===== src/rtl/seven_segment_pkg.sv =====
// seven_segment_pkg: segment bit indices and the active-high hex glyph set.
package seven_segment_pkg;
  localparam int SEG_A  = 0;
  localparam int SEG_B  = 1;
  localparam int SEG_C  = 2;
  localparam int SEG_D  = 3;
  localparam int SEG_E  = 4;
  localparam int SEG_F  = 5;
  localparam int SEG_G  = 6;
  localparam int SEG_DP = 7;
  localparam logic [6:0] GLYPH_0 = 7'h3F;
  localparam logic [6:0] GLYPH_1 = 7'h06;
  localparam logic [6:0] GLYPH_2 = 7'h5B;
  localparam logic [6:0] GLYPH_3 = 7'h4F;
  localparam logic [6:0] GLYPH_4 = 7'h66;
  localparam logic [6:0] GLYPH_5 = 7'h6D;
  localparam logic [6:0] GLYPH_6 = 7'h7D;
  localparam logic [6:0] GLYPH_7 = 7'h07;
  localparam logic [6:0] GLYPH_8 = 7'h7F;
  localparam logic [6:0] GLYPH_9 = 7'h6F;
  localparam logic [6:0] GLYPH_A = 7'h77;
  localparam logic [6:0] GLYPH_B = 7'h7C;
  localparam logic [6:0] GLYPH_C = 7'h39;
  localparam logic [6:0] GLYPH_D = 7'h5E;
  localparam logic [6:0] GLYPH_E = 7'h79;
  localparam logic [6:0] GLYPH_F = 7'h71;
  localparam logic [15:0][6:0] GLYPHS = {
    GLYPH_F, GLYPH_E, GLYPH_D, GLYPH_C, GLYPH_B, GLYPH_A, GLYPH_9, GLYPH_8,
    GLYPH_7, GLYPH_6, GLYPH_5, GLYPH_4, GLYPH_3, GLYPH_2, GLYPH_1, GLYPH_0
  };
endpackage


===== src/rtl/seven_segment_pattern_decoder.sv =====
// seven_segment_pattern_decoder: maps an active-high a..g pattern to its hex value.
module seven_segment_pattern_decoder
  import seven_segment_pkg::*;
(
  input  logic [6:0] segments,
  output logic [3:0] value,
  output logic       match
);
  always_comb begin
    value = '0;
    match = 1'b0;
    for (int i = 0; i < 16; i++) begin
      if (segments == GLYPHS[i]) begin
        value = 4'(i);
        match = 1'b1;
      end
    end
  end
endmodule


===== src/rtl/seven_segment_scan_decoder.sv =====
// seven_segment_scan_decoder: rebuilds the hex word shown on a multiplexed active-low display bus.
module seven_segment_scan_decoder
  import seven_segment_pkg::*;
#(
  parameter int NUM_DIGITS     = 8,
  parameter int STABLE_CYCLES  = 4,
  parameter int TIMEOUT_CYCLES = 2000000
) (
  input  logic                    clock,
  input  logic                    reset,
  input  logic [7:0]              segmentEnableN,
  input  logic [NUM_DIGITS-1:0]   digitEnableN,
  output logic [NUM_DIGITS*4-1:0] data,
  output logic [NUM_DIGITS-1:0]   pointEnable,
  output logic                    frameValid,
  output logic                    decodeError,
  output logic                    stale
);
  localparam int IDX_W = $clog2(NUM_DIGITS);
  localparam int WD_W  = $clog2(TIMEOUT_CYCLES + 1);
  localparam logic [WD_W-1:0] WD_MAX = WD_W'(TIMEOUT_CYCLES);
  localparam logic [WD_W-1:0] WD_ARM = WD_W'(TIMEOUT_CYCLES - 1);
  localparam logic [7:0] SETTLE_MAX = 8'(STABLE_CYCLES);
  logic [7:0] seg_meta, seg_sync, seg_q;
  logic [NUM_DIGITS-1:0] dig_meta, dig_sync, dig_q;
  logic [7:0] settle;
  logic armed;
  logic [WD_W-1:0] wd;
  logic [NUM_DIGITS-1:0] seen, shadow_dp, active;
  logic [NUM_DIGITS*4-1:0] shadow_data;
  logic [IDX_W-1:0] idx;
  logic [3:0] value;
  logic match, changed, settled, one_hot, hit, capture, full, wd_expire;
  seven_segment_pattern_decoder u_decoder (
    .segments(~seg_q[SEG_G:SEG_A]),
    .value   (value),
    .match   (match)
  );
  assign changed   = {seg_sync, dig_sync} != {seg_q, dig_q};
  assign settled   = armed && settle == SETTLE_MAX;
  assign active    = ~dig_q;
  assign one_hot   = active != '0 && (active & (active - NUM_DIGITS'(1))) == '0;
  assign hit       = settled && one_hot;
  assign capture   = hit && match;
  assign full      = &seen;
  assign stale     = wd == WD_MAX;
  assign wd_expire = !hit && wd == WD_ARM;
  always_comb begin
    idx = '0;
    for (int i = 0; i < NUM_DIGITS; i++) idx = active[i] ? IDX_W'(i) : idx;
  end
  // settle holds how many consecutive cycles the current sample has been present
  always_ff @(posedge clock) begin
    if (reset) begin
      seg_meta    <= '1;
      seg_sync    <= '1;
      seg_q       <= '1;
      dig_meta    <= '1;
      dig_sync    <= '1;
      dig_q       <= '1;
      settle      <= '0;
      armed       <= 1'b1;
      wd          <= '0;
      seen        <= '0;
      shadow_data <= '0;
      shadow_dp   <= '0;
      data        <= '0;
      pointEnable <= '0;
      frameValid  <= 1'b0;
      decodeError <= 1'b0;
    end else begin
      seg_meta    <= segmentEnableN;
      seg_sync    <= seg_meta;
      seg_q       <= seg_sync;
      dig_meta    <= digitEnableN;
      dig_sync    <= dig_meta;
      dig_q       <= dig_sync;
      settle      <= changed ? 8'd1 : (settle == SETTLE_MAX ? settle : settle + 8'd1);
      armed       <= changed ? 1'b1 : (settled ? 1'b0 : armed);
      wd          <= hit ? '0 : (stale ? wd : wd + WD_W'(1));
      decodeError <= hit && !match;
      frameValid  <= full;
      seen        <= ((full || wd_expire) ? '0 : seen) | (capture ? NUM_DIGITS'(1) << idx : '0);
      if (full) begin
        data        <= shadow_data;
        pointEnable <= shadow_dp;
      end
      if (capture) begin
        shadow_data[idx*4 +: 4] <= value;
        shadow_dp[idx]          <= ~seg_q[SEG_DP];
      end
    end
  end
endmodule


===== config.mk =====
export PLATFORM = sky130hd
export DESIGN_NAME = seven_segment_scan_decoder
export DESIGN_NICKNAME = d
export VERILOG_FILES = /design/src/rtl/seven_segment_pkg.sv /design/src/rtl/seven_segment_pattern_decoder.sv /design/src/rtl/seven_segment_scan_decoder.sv
export SDC_FILE = /design/constraint.sdc
export NUM_CORES = 1
export LEC_CHECK = 0
export CORE_UTILIZATION = 49
export CTS_CLUSTER_SIZE = 24
export DETAILED_ROUTE_END_ITERATION = 10
export GPL_ROUTABILITY_DRIVEN = 0
export GPL_TIMING_DRIVEN = 0
export HOLD_SLACK_MARGIN = 0.05
export PLACE_DENSITY = 0.69
export SETUP_SLACK_MARGIN = 0.2
export SLEW_MARGIN = 10
export SYNTH_ARGS = -nofsm -noshare
export SYNTH_HDL_FRONTEND = slang
export SYNTH_SLANG_ARGS = --single-unit

===== constraint.sdc =====
create_clock -name clock -period 8 [get_ports clock]
set_clock_uncertainty 0.2 [all_clocks]
set_input_delay 0.8 -clock clock [delete_from_list [all_inputs] [get_ports clock]]
set_output_delay 0.8 -clock clock [all_outputs]
set_load 0.05 [all_outputs]

==> results of run 1 <==
## how the worst max path moves through the flow
stage | slack (ns) | startpoint | end | cells after the start
3_5_place_dp | 4.34 | dig_q[4] | shadow_data[1] | 12
2_1_floorplan | 4.84 | dig_q[4] | shadow_data[2] | 12
3_3_place_gp | 4.37 | dig_q[4] | shadow_data[1] | 12
6_report | 4.01 | wd[9] | stale | 5
5_1_grt | 3.88 | wd[9] | stale | 5
4_1_cts | 4.00 | wd[9] | stale | 5
## cells in the mapped netlist (all sizes together), types with 2 or more instances
master,number
a211oi,2
xor2,31
nor3b,3
a21oi,48
nor3,17
nand3,23
and2,2
inv,10
or2,51
buf,18
and3,6
nor2b,5
o31ai,2
clkbuf,29
dfxtp,168
nor4bb,2
a31o,7
a311oi,6
mux2i,29
o221ai,2
nand2,127
nor2,53
xnor2,13
o41ai,2
ha,10
nand4,10
or4b,6
a31oi,8
a21o,3
nor4,15
nand2b,33
and4,4
o21ai,8
nor4b,12
## cell type report
cell class | count | area (µm²) | share of cell area [%]
inverters | 11 | 42.5 | 0.499
well taps | 180 | 225 | 2.64
flip-flops and latches | 168 | 3360 | 39.4
repair buffers | 60 | 601 | 7.04
plain buffers | 47 | 211 | 2.48
clock inverters | 14 | 174 | 2.04
clock buffers | 18 | 439 | 5.15
multi-input cells | 552 | 3470 | 40.7
## worst register-to-register path, cell delays in order, from the launching register on
cell and delay [ns]:
dfxtp_1 0.30, clkbuf_1 0.33, nand2_1 0.09, a21oi_1 0.36
nor2_1 0.25, ha_1 0.30, ha_1 0.28, buf_1 0.25
nand3_1 0.12, nor4_1 0.32, nand3_1 0.24, or4b_1 0.52
nand2_1 0.09
## power by group
part,switching (W),internal (W),leakage [nW]
Sequential,0.00000775,0.000848,1.36
Clock,0.000335,0.000501,0.301
Combinational,0.0000536,0.0000360,1.38
Total,0.000397,0.00139,3.05
## stage by stage
step           power [W]  area (µm²)  setup slack, ns
6_report         0.00178        8530             4.01
3_3_place_gp    0.000960        7910             4.37
2_1_floorplan   0.000935        7090             4.84
5_1_grt          0.00184        8530             3.88
4_1_cts          0.00179        8530             4.00
3_5_place_dp    0.000963        7910             4.34
## per-layer routing
metal	vias to the layer above	routed length (µm)	global-route usage [%]
met5	-	0	0
met4	0	325	9.15
met3	28	570	4.60
met2	118	7560	38.1
met1	2648	6790	26.1
li1	2808	-	-
## kinds of logic after synthesis
logic type	synth area share, %
fa+ha+maj	1.77
buf+inv	3.58
simple gates	28.9
compound gates	8.74
mux	4.10
flops	47.4
xor+xnor	5.44
==> flow_summary.toml, run 1 <==
[sta]
rsz0062_at_grt = "false"
tightest_slew_ns = 1.29
slew_viol_final = 0
fmax_mhz = 251
fin_crit_sh_pct = 49.9
timing.final.crit_period_ns = 3.99
setup_tns_ns = 0
whs_ns = 0.208
setup_violations = 0
maxSlewHeadroom_pct = 12.9
hold_viol = 0

[setup_path]
crit_family = "simple AND/OR/NAND/NOR gates"
crit_fanout = 5
crit_buf_inv = 2
start_kind = "flip-flop"
endpoint_kind = "primary output"
r2r_start = "dig_q[4]"
worstPathArrival_ns = 2.99
max_stage_delay_ns = 0.86
worstSetupPathType = "flip-flop to primary output"
rr_worst_depth = 12
crit_chain = "or4b_2 > nor4_2 > and3_1 > clkbuf_1 > clkdlybuf4s50_1"
rrSetupSlack_ns = 4.28
worst_r2r_endpoint = "shadow_data[3]"
cpMaxStageDelayCell = "clkdlybuf4s50_1"
crit_required_ns = 7.00

[layout]
layout_commonest_cell = "dfxtp_1"
area_growth_pct = 20.3
stdcell_count = 1050
final_cell_mix = "dfxtp_1 (168), nand2_1 (125), clkdlybuf4s50_1 (60)"
fillers = 1222
reg_top3 = "data x32, shadow_data x32, wd x21"
antennaDiodeCount = 0
fin_util_pct = 61.0
finalNetCount = 885
drive_above_1_share_pct = 14.1

[die]
die_area_um2 = 15000
rows = 43
die_h_um = 122
die_w_um = 122
ios = 61
core-area_um2 = 14000
initial_core_util_pct = 50.7

[global_routing]
grt_pass1_wl_mm = 25.5
antenna_found_initial = 0
overflow = 0
grt_pass1_vias = 5374
grt_max_degree = 17
grtUsageTotal_pct = 21.9

[yosys]
synth.area.top_cells = "dfxtp_1 (47%), nand2_1 (6.6%), or2_2 (4.5%)"
synthDistinctLibCells = 61
synthesis.nets = 806
synth.avg_cell_area_um2 = 9.11
yosys.area.top_type = "dfxtp_1"
ys_ff_latch = 168
netlist_instances = 778
synth_area_um2 = 7090
synth_flop_cell = "dfxtp_1"
synth_top_area_share_pct = 47.4
ys_seq_area_share_pct = 47.4
synth_enable_flop_cells = 0
synthArstFlopShare_pct = 0
yosysWarningCount = 0

[detailed_routing]
drt-total-wl_mm = 15.3
wl_per_cell_um = 14.5
num_vias = 5602
vias_per_cell = 5.34
postRouteAntennaNets = 0
firstDrtPassIters = 5
drt_iter0_markers = 296
route.detailed.drc = 0

[clock_tree]
holdBufCountCts = 0
cts_max_path_buffers = 2
htree_levels = 4
clk_latency_ns = 0.43
cts_sinks = 168
cts_tree = "built"
clk_pin_slew_ns = 0.06
cts-root-buf = "clkbuf_16"
postCtsSetupRepairBufs = 0
post_cts_resize_count = 0
numCtsBuffers = 17

[job]
drv_cap = 0

[min_path]
holdPathEnd = "dig_sync[7]"
holdPathStages = 1
hp-class = "flip-flop to flip-flop"
min_from = "dig_meta[7]"

[placement]
numPortBuffers = 60
dp_cells = 1018
place_hpwl_mm = 11.4

[power_and_ir_drop]
ir_drop_mv = 0.167
p_per_area_nw_per_um2 = 209
p_leak_nw = 3.05

[status]
status = "completed"
Power figures use the tool's default switching activity.
==> run 2: changes to the inputs <==
--- a/config.mk
+++ b/config.mk
@@ -11,7 +11,7 @@
 export GPL_ROUTABILITY_DRIVEN = 0
 export GPL_TIMING_DRIVEN = 0
 export HOLD_SLACK_MARGIN = 0.05
-export PLACE_DENSITY = 0.69
+export PLACE_DENSITY = 0.72
 export SETUP_SLACK_MARGIN = 0.2
 export SLEW_MARGIN = 10
 export SYNTH_ARGS = -nofsm -noshare
==> constraint.sdc (replaced) <==
create_clock -name clock -period 3.6 [get_ports clock]
set_clock_uncertainty 0.2 [all_clocks]
set_input_delay 0.36 -clock clock [delete_from_list [all_inputs] [get_ports clock]]
set_output_delay 0.36 -clock clock [all_outputs]
set_load 0.05 [all_outputs]
==> run 2 against run 1 <==
  * Register-to-register slack worse by 3.8 ns
  * Critical path depth stayed put
  * Hold slack worse by 0.0021 ns
  * Critical endpoint unchanged
  * Die area unchanged
  * Routed wire length decreased by 0.52%
  * Core utilization grew 0.38 points
  * Non-clock buffer count rose by 1
  * First-iteration DRC count is 56% higher
  * Largest power group is now clock
  * Sequential share of layout area fell by 0.23 points
  * Via count up 0.29%
  * Sequential cell count is the same
==> flow_summary.toml, run 2 (synthesized netlist as in run 1, its figures left out) <==
[min_path]
hp-class = "flip-flop to flip-flop"
holdPathStages = 1

[die]
die_h_um = 122
initial_core_util_pct = 50.7
rows = 43
die_w_um = 122
ios = 61
core-area_um2 = 14000
die_area_um2 = 15000

[setup_path]
rr_worst_depth = 12
start_kind = "flip-flop"
endpoint_kind = "primary output"
worstPathArrival_ns = 2.71
crit_required_ns = 3.04
crit_fanout = 5
worstSetupPathType = "flip-flop to primary output"

[detailed_routing]
firstDrtPassIters = 5
drt_iter0_markers = 461
postRouteAntennaNets = 0
wl_per_cell_um = 14.5
drt-total-wl_mm = 15.2
route.detailed.drc = 0
vias_per_cell = 5.35
num_vias = 5618

[layout]
finalNetCount = 886
drive_above_1_share_pct = 14.8
area_growth_pct = 21.1
reg_top3 = "data x32, shadow_data x32, wd x21"
stdcell_count = 1050
layout_commonest_cell = "dfxtp_1"
antennaDiodeCount = 0
final_cell_mix = "dfxtp_1 (167), nand2_1 (125), clkdlybuf4s50_1 (59)"

[sta]
tightest_slew_ns = 1.25
timing.final.crit_period_ns = 3.27
hold_viol = 0
rsz0062_at_grt = "false"
fin_crit_sh_pct = 90.7
fmax_mhz = 306
setup_slack_ns = 0.335
slew_viol_final = 0
maxSlewHeadroom_pct = 15.6
setup_violations = 0

[power_and_ir_drop]
p_leak_nw = 3.06
ir_drop_mv = 0.369
p_per_area_nw_per_um2 = 472

[clock_tree]
cts_max_path_buffers = 2
clk_latency_ns = 0.43
cts_tree = "built"
htree_levels = 4
numCtsBuffers = 17
cts-root-buf = "clkbuf_16"
clk_pin_slew_ns = 0.06
holdBufCountCts = 0
cts_sinks = 168

[global_routing]
grt_max_degree = 17
use_met1_pct = 24.6
grt_util_met2_pct = 37.3
grtUsageTotal_pct = 21.5
gr-usage-met3_pct = 5.25
grt_pass1_wl_mm = 24.8
top_usage_layer = "met2"
overflow = 0
grt_pass1_vias = 5316
antenna_found_initial = 0

[placement]
place_hpwl_mm = 11.3
numPortBuffers = 60
dp_cells = 1018
post-place-ws_ns = -0.0762

[job]
drv_cap = 0

[status]
status = "completed"
run 2: per-layer routing:
metal,routed length (µm),vias up
met2,7790,139
met4,323,0
met5,0,-
li1,-,2816
met3,656,29
met1,6400,2634
run 2: final cells by class:
class / count / area, µm²
inverters: 11 / 42.5
flip-flops and latches: 168 / 3360
clock inverters: 12 / 201
repair buffers: 61 / 608
clock buffers: 19 / 433
multi-input cells: 552 / 3490
fillers: 1169 / 5410
well taps: 180 / 225
plain buffers: 47 / 214
run 2: critical path: stages (launching register included):
cell             delay, ns
dfxtp_1               0.34
or4b_2                0.70
nor4_2                0.22
and3_1                0.21
clkbuf_1              0.25
clkdlybuf4s15_1       0.55
run 2: worst paths after layout:
path / start / end / slack (ns)
setup / recovery: wd[9] / stale / 0.33
hold / removal: dig_meta[7] / dig_sync[7] / 0.21
setup reg to reg: dig_q[4] / shadow_data[1] / 0.46
hold reg to reg: dig_meta[7] / dig_sync[7] / 0.21
run 2: through the flow:
step	cell area (µm²)	power, W	utilization (%)	hold slack (ns)	TNS, ns
after floorplan	7090	0.00208	-	0.189	0
after global placement	7910	0.00213	56.6	0.195	-0.0255
after detailed placement	7910	0.00214	56.6	0.194	-0.158
after CTS	8560	0.00408	61.2	0.208	0
after global routing	8580	0.00418	61.3	0.217	0
final	8580	0.00405	61.3	0.206	0
run 2: power breakdown:
group / leakage (nW) / switching [W] / internal, W
clock: 0.303 / 0.000717 / 0.00123
combinational: 1.40 / 0.000120 / 0.0000816
sequential: 1.36 / 0.0000174 / 0.00188
run 2: what timing repair did:
action                     in CTS  in global routing
gates resized for setup         6                  5
buffers inserted                0                  1
setup endpoints to repair       6                  5
==> run 3: changes to the inputs <==
--- a/config.mk
+++ b/config.mk
@@ -12,7 +12,7 @@
 export GPL_TIMING_DRIVEN = 0
 export HOLD_SLACK_MARGIN = 0.05
 export PLACE_DENSITY = 0.72
-export SETUP_SLACK_MARGIN = 0.2
+export SETUP_SLACK_MARGIN = 0.3
 export SLEW_MARGIN = 10
 export SYNTH_ARGS = -nofsm -noshare
 export SYNTH_HDL_FRONTEND = slang
==> constraint.sdc (replaced) <==
create_clock -name clock -period 3.6 [get_ports clock]
set_clock_uncertainty 0.2 [all_clocks]
set_input_delay 0.36 -clock clock [delete_from_list [all_inputs] [get_ports clock]]
set_output_delay 0.36 -clock clock [all_outputs]
set_load 0.005 [all_outputs]
==> run 3 against run 2 <==
  * First-iteration DRC count decreased by 6.9%
  * Critical path depth unchanged
  * Via count decreased by 0.25%
  * Final cell count unchanged
  * Critical path type unchanged
  * Largest power group unchanged
==> flow_summary.toml, run 3 (synthesized netlist as in run 1, its figures left out) <==
[min_path]
hp-class = "flip-flop to flip-flop"

[status]
status = "completed"

[power_and_ir_drop]
p_leak_nw = 3.07
power.total_w = 0.00405
p_per_area_nw_per_um2 = 472
swShare_pct = 21.2
clkPwrFrac_pct = 48.0
internal_power_w = 0.00319
p_comb_share_pct = 5.0
seqPwrFrac_pct = 47.0
netSwitchingPower_w = 0.000858
ir_drop_mv = 0.368

[global_routing]
grtUsageTotal_pct = 21.5
grt_pass1_wl_mm = 24.9
overflow = 0
grt_max_degree = 17
grt_pass1_vias = 5322
antenna_found_initial = 0

[sta]
maxSlewHeadroom_pct = 11.1
fin_crit_sh_pct = 88.0
setup_violations = 0
timing.final.crit_period_ns = 3.17
fmax_mhz = 316
rsz0062_at_grt = "true"
tightest_slew_ns = 1.32
slew_viol_final = 0
hold_viol = 0
whs_ns = 0.206

[layout]
drive_above_1_share_pct = 14.8
fillers = 1169
final_cell_mix = "dfxtp_1 (167), nand2_1 (125), clkdlybuf4s50_1 (60)"
reg_top3 = "data x32, shadow_data x32, wd x21"
layout_commonest_cell = "dfxtp_1"
antennaDiodeCount = 0
finalNetCount = 886
area_growth_pct = 21.1

[detailed_routing]
postRouteAntennaNets = 0
wl_per_cell_um = 14.5
num_vias = 5604
route.detailed.drc = 0
vias_per_cell = 5.34
firstDrtPassIters = 5
drt-total-wl_mm = 15.2
drt_iter0_markers = 429

[setup_path]
crit_fanout = 5
crit_required_ns = 3.04
worstSetupPathType = "flip-flop to primary output"
start_kind = "flip-flop"
endpoint_kind = "primary output"
worstPathArrival_ns = 2.61

[clock_tree]
cts_sinks = 168
cts-root-buf = "clkbuf_16"
htree_levels = 4
cts_tree = "built"
clk_latency_ns = 0.43
cts_max_path_buffers = 2
numCtsBuffers = 17
holdBufCountCts = 0
clk_pin_slew_ns = 0.06

[die]
rows = 43
die_h_um = 122
core-area_um2 = 14000
die_area_um2 = 15000
ios = 61
initial_core_util_pct = 50.7
die_w_um = 122

[job]
drv_cap = 0

[placement]
numPortBuffers = 60
place_hpwl_mm = 11.3
-- run 3: changes by cell type in the layout (fill, tap and decap cells not counted) --
| cell | change |
|---|---|
| nand3_2 | -1 |
| clkbuf_1 | -1 |
| a21oi_4 | +1 |
| clkbuf_2 | +1 |
| nand3_1 | +1 |
| clkdlybuf4s15_1 | -1 |
| a21oi_2 | -1 |
| clkdlybuf4s50_1 | +1 |
-- run 3: cell type report --
| type | count | area, µm² | share of cell area (%) |
|---|---|---|---|
| Timing Repair Buffer | 61 | 608 | 7.08 |
| Inverter | 11 | 42.5 | 0.496 |
| Multi-Input combinational cell | 552 | 3490 | 40.7 |
| Buffer | 47 | 215 | 2.51 |
| Sequential cell | 168 | 3360 | 39.2 |
| Clock buffer | 19 | 433 | 5.04 |
| Clock inverter | 12 | 201 | 2.35 |
| Tap cell | 180 | 225 | 2.62 |
-- run 3: through the flow --
step / TNS, ns / utilization, % / worst slack (ns) / cell area [µm²] / cells
global placement: -0.0255 / 56.6 / -0.0255 / 7910 / 1018
global route: 0 / 61.4 / 0.283 / 8580 / 1050
finish: 0 / 61.4 / 0.431 / 8580 / 1050
floorplan: 0 / - / 0.436 / 7090 / 778
detailed placement: -0.158 / 56.6 / -0.0762 / 7910 / 1018
CTS: 0 / 61.2 / 0.323 / 8570 / 1050
-- run 3: critical path, stage by stage (launching register included) --
cell and delay (ns):
dfxtp_1 0.34, or4b_2 0.70, nor4_2 0.23, and3_1 0.21, clkbuf_2 0.17, clkdlybuf4s50_1 0.52
-- run 3: metal layers --
layer  vias to the layer above  share of wire [%]  GRT usage, %
li1                       2820                  -             -
met1                      2596                 42          24.6
met2                       150                 50          37.4
met3                        38                4.5          5.25
met4                         0                2.7          10.1
met5                         -                  0             0
-- run 3: final timing paths --
path / start / endpoint / slack [ns] / depth (start not counted)
min reg2reg: dig_meta[7] / dig_sync[7] / 0.21 / 1
max reg2reg: dig_q[4] / shadow_data[1] / 0.51 / 12
max: wd[9] / stale / 0.43 / 5
min: dig_meta[7] / dig_sync[7] / 0.21 / 1
-- run 3: repair_timing --
action | in CTS | in global routing
setup buffers | 1 | 0
pin swaps | 0 | 0
endpoints found under the setup margin | 8 | 5
gates resized for setup | 5 | 5
-- run 3: power by group through the flow --
stage / combinational, W / sequential (W) / clock (W)
after detailed placement: 0.000197 / 0.00194 / 0
final: 0.000202 / 0.00190 / 0.00195
after floorplan: 0.000140 / 0.00194 / 0
after global placement: 0.000191 / 0.00194 / 0
after global routing: 0.000222 / 0.00190 / 0.00206
after CTS: 0.000199 / 0.00190 / 0.00198
